### config.mk
export PLATFORM = sky130hd
export DESIGN_NAME = data_mem_responder
export DESIGN_NICKNAME = d
export VERILOG_FILES = /design/src/rtl/mips_mem_pkg.sv /design/src/rtl/dmem_ram_sp.sv /design/src/rtl/data_mem_responder.sv
export SDC_FILE = /design/constraint.sdc
export NUM_CORES = 1
export LEC_CHECK = 0
export CAP_MARGIN = 20
export CORE_AREA = 2 2 411 413
export DETAILED_ROUTE_END_ITERATION = 8
export DIE_AREA = 0 0 413 415
export HOLD_SLACK_MARGIN = 0.15
export PLACE_DENSITY = 0.49
export SYNTH_ARGS = -nofsm -noshare
export SYNTH_HDL_FRONTEND = slang
export SYNTH_SLANG_ARGS = --single-unit
### constraint.sdc
create_clock -name clk -period 4.87 [get_ports clk]
set_clock_uncertainty 0.05 [all_clocks]
set_input_delay 0.7305 -clock clk [delete_from_list [all_inputs] [get_ports clk]]
set_output_delay 0.7305 -clock clk [all_outputs]
set_load 0.01 [all_outputs]
### src/rtl/mips_mem_pkg.sv
// rtl/mips_mem_pkg.sv - shared types and constants for the data-memory path
package mips_mem_pkg;

    typedef enum logic [1:0] {
        IDLE = 2'd0,
        WAIT = 2'd1,
        RESP = 2'd2
    } mem_state_e;

    localparam int WORD_BYTES = 4;
    localparam int BE_W       = WORD_BYTES;

    // Store-type codes the MEM stage decodes into byte-lane patterns
    typedef enum logic [1:0] {
        ST_SB = 2'd0,
        ST_SH = 2'd1,
        ST_SW = 2'd2
    } store_type_e;

    localparam logic [BE_W-1:0] BE_SB = 4'b0001;
    localparam logic [BE_W-1:0] BE_SH = 4'b0011;
    localparam logic [BE_W-1:0] BE_SW = 4'b1111;

    // Lane pattern for a store, shifted to the byte offset within the word
    function automatic logic [BE_W-1:0] store_be(input store_type_e st, input logic [1:0] off);
        logic [BE_W-1:0] base;
        case (st)
            ST_SB:   base = BE_SB;
            ST_SH:   base = BE_SH;
            default: base = BE_SW;
        endcase
        return base << off;
    endfunction

endpackage

### src/rtl/dmem_ram_sp.sv
// rtl/dmem_ram_sp.sv - single-port synchronous word RAM with byte-write enables
module dmem_ram_sp
    import mips_mem_pkg::*;
#(
    parameter int DEPTH = 32,
    parameter int AW    = 5
) (
    input  logic            clk,
    input  logic            en_i,
    input  logic            we_i,
    input  logic [BE_W-1:0] be_i,
    input  logic [AW-1:0]   addr_i,
    input  logic [31:0]     wdata_i,
    output logic [31:0]     rdata_o
);

    logic [31:0] mem_q [DEPTH];
    logic [31:0] rdata_q;

    // One access per enabled edge: lane-masked write or registered read
    always_ff @(posedge clk) begin
        if (en_i) begin
            if (we_i) begin
                for (int l = 0; l < BE_W; l++) begin
                    if (be_i[l]) begin
                        mem_q[addr_i][8*l +: 8] <= wdata_i[8*l +: 8];
                    end
                end
            end else begin
                rdata_q <= mem_q[addr_i];
            end
        end
    end

    assign rdata_o = rdata_q;

endmodule

### src/rtl/data_mem_responder.sv
// rtl/data_mem_responder.sv - fixed-latency load/store responder for the MEM stage
module data_mem_responder
    import mips_mem_pkg::*;
#(
    parameter int          DEPTH     = 32,
    parameter int          LATENCY   = 2,
    parameter logic [31:0] BASE_ADDR = 32'h0000_0000
) (
    input  logic            clk,
    input  logic            rst,
    input  logic            req_valid,
    input  logic            req_we,
    input  logic [31:0]     req_addr,
    input  logic [31:0]     req_wdata,
    input  logic [BE_W-1:0] req_be,
    output logic            req_ready,
    output logic            resp_valid,
    output logic [31:0]     resp_rdata,
    output logic            resp_err,
    output logic            stall_mem
);

    localparam int AW = (DEPTH > 1) ? $clog2(DEPTH) : 1;
    // WAIT is entered with LATENCY-2 so that its final cycle is the one where the count is 0
    localparam logic [3:0] CNT_INIT = (LATENCY > 1) ? 4'(LATENCY - 2) : 4'd0;

    mem_state_e state_q, state_d;
    logic [3:0] cnt_q, cnt_d;

    logic            we_q;
    logic            err_q;
    logic [AW-1:0]   idx_q;
    logic [31:0]     wdata_q;
    logic [BE_W-1:0] be_q;
    logic            resp_err_q, resp_err_d;

    // BASE_ADDR is word aligned, so the word offset is the difference of the word addresses
    logic [29:0]   req_word;
    logic [AW-1:0] req_idx;
    logic          req_err;

    // Request that reaches the RAM: live inputs on a LATENCY=1 acceptance, captured copy otherwise
    logic            cur_we;
    logic            cur_err;
    logic [AW-1:0]   cur_idx;
    logic [31:0]     cur_wdata;
    logic [BE_W-1:0] cur_be;
    logic            enter_resp;
    logic            ram_en;
    logic [31:0]     ram_rdata;

    assign req_word = req_addr[31:2] - BASE_ADDR[31:2];
    assign req_idx  = req_word[AW-1:0];
    assign req_err  = (req_addr[1:0] != 2'b00) || (req_addr < BASE_ADDR) ||
                      ({2'b00, req_word} >= 32'(DEPTH));

    // Next state, counter and handshake outputs
    always_comb begin
        state_d   = state_q;
        cnt_d     = cnt_q;
        req_ready = 1'b0;
        stall_mem = 1'b0;
        case (state_q)
            IDLE: begin
                req_ready = 1'b1;
                if (req_valid) begin
                    stall_mem = 1'b1;
                    state_d   = (LATENCY > 1) ? WAIT : RESP;
                    cnt_d     = CNT_INIT;
                end
            end
            WAIT: begin
                stall_mem = 1'b1;
                if (cnt_q == 4'd0) begin
                    state_d = RESP;
                end else begin
                    cnt_d = cnt_q - 4'd1;
                end
            end
            RESP: begin
                state_d = IDLE;
            end
            default: begin
                state_d = IDLE;
            end
        endcase
    end

    // Select the request that is committed/read on the edge entering RESP
    always_comb begin
        cur_we     = we_q;
        cur_err    = err_q;
        cur_idx    = idx_q;
        cur_wdata  = wdata_q;
        cur_be     = be_q;
        if (state_q == IDLE) begin
            cur_we    = req_we;
            cur_err   = req_err;
            cur_idx   = req_idx;
            cur_wdata = req_wdata;
            cur_be    = req_be;
        end
        enter_resp = (state_d == RESP) && (state_q != RESP);
        ram_en     = enter_resp && !cur_err;
        resp_err_d = enter_resp && cur_err;
    end

    // State, counter and registered error flag
    always_ff @(posedge clk or negedge rst) begin
        if (!rst) begin
            state_q    <= IDLE;
            cnt_q      <= 4'd0;
            resp_err_q <= 1'b0;
        end else begin
            state_q    <= state_d;
            cnt_q      <= cnt_d;
            resp_err_q <= resp_err_d;
        end
    end

    // Capture the accepted request; reset discards any pending store
    always_ff @(posedge clk or negedge rst) begin
        if (!rst) begin
            we_q    <= 1'b0;
            err_q   <= 1'b0;
            idx_q   <= '0;
            wdata_q <= '0;
            be_q    <= '0;
        end else if (state_q == IDLE && req_valid) begin
            we_q    <= req_we;
            err_q   <= req_err;
            idx_q   <= req_idx;
            wdata_q <= req_wdata;
            be_q    <= req_be;
        end
    end

    dmem_ram_sp #(
        .DEPTH (DEPTH),
        .AW    (AW)
    ) u_ram (
        .clk     (clk),
        .en_i    (ram_en),
        .we_i    (cur_we),
        .be_i    (cur_be),
        .addr_i  (cur_idx),
        .wdata_i (cur_wdata),
        .rdata_o (ram_rdata)
    );

    assign resp_valid = (state_q == RESP);
    assign resp_err   = resp_err_q;
    // RAM output register is only meaningful for a good load in RESP
    assign resp_rdata = (resp_valid && !we_q && !err_q) ? ram_rdata : 32'h0;

endmodule

==> reports/results.ini <==
[outcome]
status = completed

[finish]
drive_gt1_share_pct = 14.9
fin_cells = 4923
n_fill_cell = 16400
multi_input_area_um2 = 7800
nets = 2693
seqCellArea_um2 = 33000
area_growth_pct = 20.1

[floorplanning]
dieArea_um2 = 171000
num_rows = 150
dieWidth_um = 413
die_h_um = 415
boundaryPins = 108
core_area_um2 = 167000
start_util_pct = 24.9

[detailed_routing]
wirelength_mm = 121
drcViolationCount = 0
num_vias = 23500
wire_per_inst_um = 24.5
drtPass1Iterations = 7
drt-met1-wl_mm = 53.1
met3WireLength_mm = 5.95
wl_met2_mm = 58.6
viasPerCell = 4.77
ant_nets = 0
drtIter0Drc = 2121
top_layer = met5

[clock_network]
cts_buffer_depth = 3
insertion_delay_ns = 0.71
cts_tree = built
postCtsSetupBuffers = 0
root_buffer = clkbuf_16
cts_sinks = 1106
clk_pin_slew_ns = 0.06
htreeDepth = 3
cts_buffers = 113

[sta]
setup_ws_ns = 0.927
slew_violations = 0
rsz0062_at_grt = false
fmax_mhz = 254
setup_tns_ns = 0
finalHoldViolCount = 0
fin_crit_ns = 3.94
setup_viol = 0
fin_crit_sh_pct = 81.0
slew_headroom_pct = 30.9
tightestPinTransition_ns = 1.03

[logic_synthesis]
yosys.area.top_type = edfxtp_1
ys_top_cells_by_count = edfxtp_1 (1056), a221oi_1 (256), a22o_1 (256)
synth_area_um2 = 41500
ys_warn_count = 0
yosys.area.top_type_share_pct = 76.4
avgSynthCellArea_um2 = 17.4
synth.distinct_cells = 40
async_reset_ff_share_pct = 4.52
synthTopCellsByArea = edfxtp_1 (76%), a221oi_1 (5.4%), a22o_1 (5.4%)
synth_edf_count = 1056
yosysMostFrequentCell = edfxtp_1
syn-num-nets = 2460
ys_ff_latch = 1106
ys.flop_type = edfxtp_1
postSynthCellCount = 2386
synth-seq-area-share_pct = 79.4

[critical_path]
r2r-start = state_q[0]
path_class = register to output port
r2r_cells = 7
required_ns = 4.09
cpPeakStageDelay_ns = 0.62
arrival_ns = 3.16
start_kind = register
path_cells = nor2b_1 -> nor3b_2 -> buf_4 -> and2_1 -> clkdlybuf4s50_1
rrSetupSlack_ns = 0.93
cp_slowest_cell = clkdlybuf4s50_1
path_max_fanout = 33
critPathCaptureType = output port
r2r_end = u_ram.rdata_o[0]

[pwr]
seqPwrFrac_pct = 47.8
switching_share_pct = 26.6
power.internal_mw = 17.2
pwr-share-clk_pct = 36.5
power_mw = 23.4
power_density_nw_per_um2 = 469
p_switching_mw = 6.21
pwr-share-comb_pct = 15.7
p_leak_nw = 15.9
peakVddDrop_uv = 308

[hold_path]
min_from = wdata_q[23]
holdPathStages = 2
hp-class = register to register
hold_end = wdata_q[23]

[placed_design]
port_buffers = 107
placed_cells = 4704
post-dp-hpwl_mm = 75.4
place_congestion = 0.757
pre_cts_ws_ns = 0.589

[global_routing]
grt_usage_pct = 13.7
grt_pass1_vias = 23700
overflow = 0
grt_max_degree = 101
grt_pass1_wl_mm = 173
antenna_found_initial = 6

[job]
drv_cap = 0

[per-stage QoR]
stage / hold slack [ns] / util [%] / cell area (um^2)
after CTS: 0.423 / 29.9 / 49800
final: 0.418 / 29.9 / 49800
after detailed placement: 0.408 / 27.7 / 46200
after floorplan: 0.385 / - / 41500
after global routing: 0.443 / 29.9 / 49800
after global placement: 0.403 / 27.7 / 46200
[sequential cells by signal, indices dropped and copies added, names as in the netlist]
register and count:
be_q 4, u_ram.mem_q 1024, resp_err 1, wdata_q 32
err_q 1, idx_q 5, u_ram.rdata_o 32, cnt_q 4
state_q 2, we_q 1
[per-layer routing]
metal / track usage, % / up-vias
met4: 4.05 / 4
met5: 0 / -
met3: 2.14 / 155
li1: - / 10400
met2: 22.8 / 648
met1: 18.4 / 12300
[final cells by class]
| class | instances | area share [%] |
|---|---|---|
| clock buffer | 143 | 6.14 |
| antenna | 2 | 0.0100 |
| inverter | 3 | 0.0226 |
| tap | 2204 | 5.53 |
| clock inverter | 70 | 1.19 |
| sequential | 1106 | 66.1 |
| timing repair buffer | 296 | 5.32 |
| multi-input combinational | 1099 | 15.7 |
[power by group through the flow]
stage / Clock, mW / Sequential [mW] / Combinational, mW
after floorplan: 0 / 11.3 / 2.13
after global placement: 0 / 11.4 / 3.70
after detailed placement: 0 / 11.4 / 3.72
after CTS: 8.71 / 11.2 / 3.73
after global routing: 9.06 / 11.2 / 3.96
final: 8.54 / 11.2 / 3.66
[logic make-up (layout without fill, tap and decap cells)]
family,count (synthesis),count (layout),synth area share (%)
AOI/OAI and AO/OA,655,655,13.0
xor gates and xnor gates,2,2,0.0422
adders and majority gates,2,2,0.0603
buffers and inverters,181,512,1.95
DFF,1106,1106,79.4
muxes,39,39,1.05
other,0,2,0
and+or+nand+nor,401,401,4.51
[worst max path at each step]
stage	cells past startpoint	endpoint	startpoint	slack, ns
final	5	resp_rdata[17]	state_q[1]	0.93
after global routing	7	u_ram.rdata_o[0]	state_q[0]	0.77
after CTS	5	resp_rdata[17]	state_q[1]	0.84
after detailed placement	10	u_ram.rdata_o[0]	req_addr[3]	0.59
after global placement	10	u_ram.rdata_o[0]	req_addr[3]	0.54
after floorplan	5	u_ram.rdata_o[0]	state_q[0]	0.84
[critical path: cells and delay by family (launching register included)]
| family | cells | cell delay, ns |
|---|---|---|
| flip-flops | 1 | 0.47 |
| AND/OR/NAND/NOR | 3 | 0.83 |
| buffers and inverters | 2 | 1.11 |
[cell usage in the layout, fill, tap and decap left out, types with 3 or more instances in the layout]
master	instances
edfxtp_1	1056
a22o_1	256
a221oi_1	256
buf_4	173
nand2_1	152
o22ai_1	128
clkbuf_16	114
clkdlybuf4s50_1	106
nor2_1	89
nor3_1	51
dfrtp_1	50
mux2_2	37
and2_1	34
or4_1	33
clkinv_1	32
clkbuf_1	19
clkinv_2	16
nand3_1	13
buf_12	13
clkbuf_8	10
bufinv_16	9
nor4_1	7
clkinvlp_4	6
o21ai_0	5
inv_6	5
nand2_2	4
nand2b_1	4
nand3b_1	3
inv_1	3
[what timing repair did]
action                                 in CTS  in global routing
endpoints found under the hold margin      32                  0
gates resized for setup                     0                  0
hold buffers                                1                  0
Power figures use the tool's default switching activity.
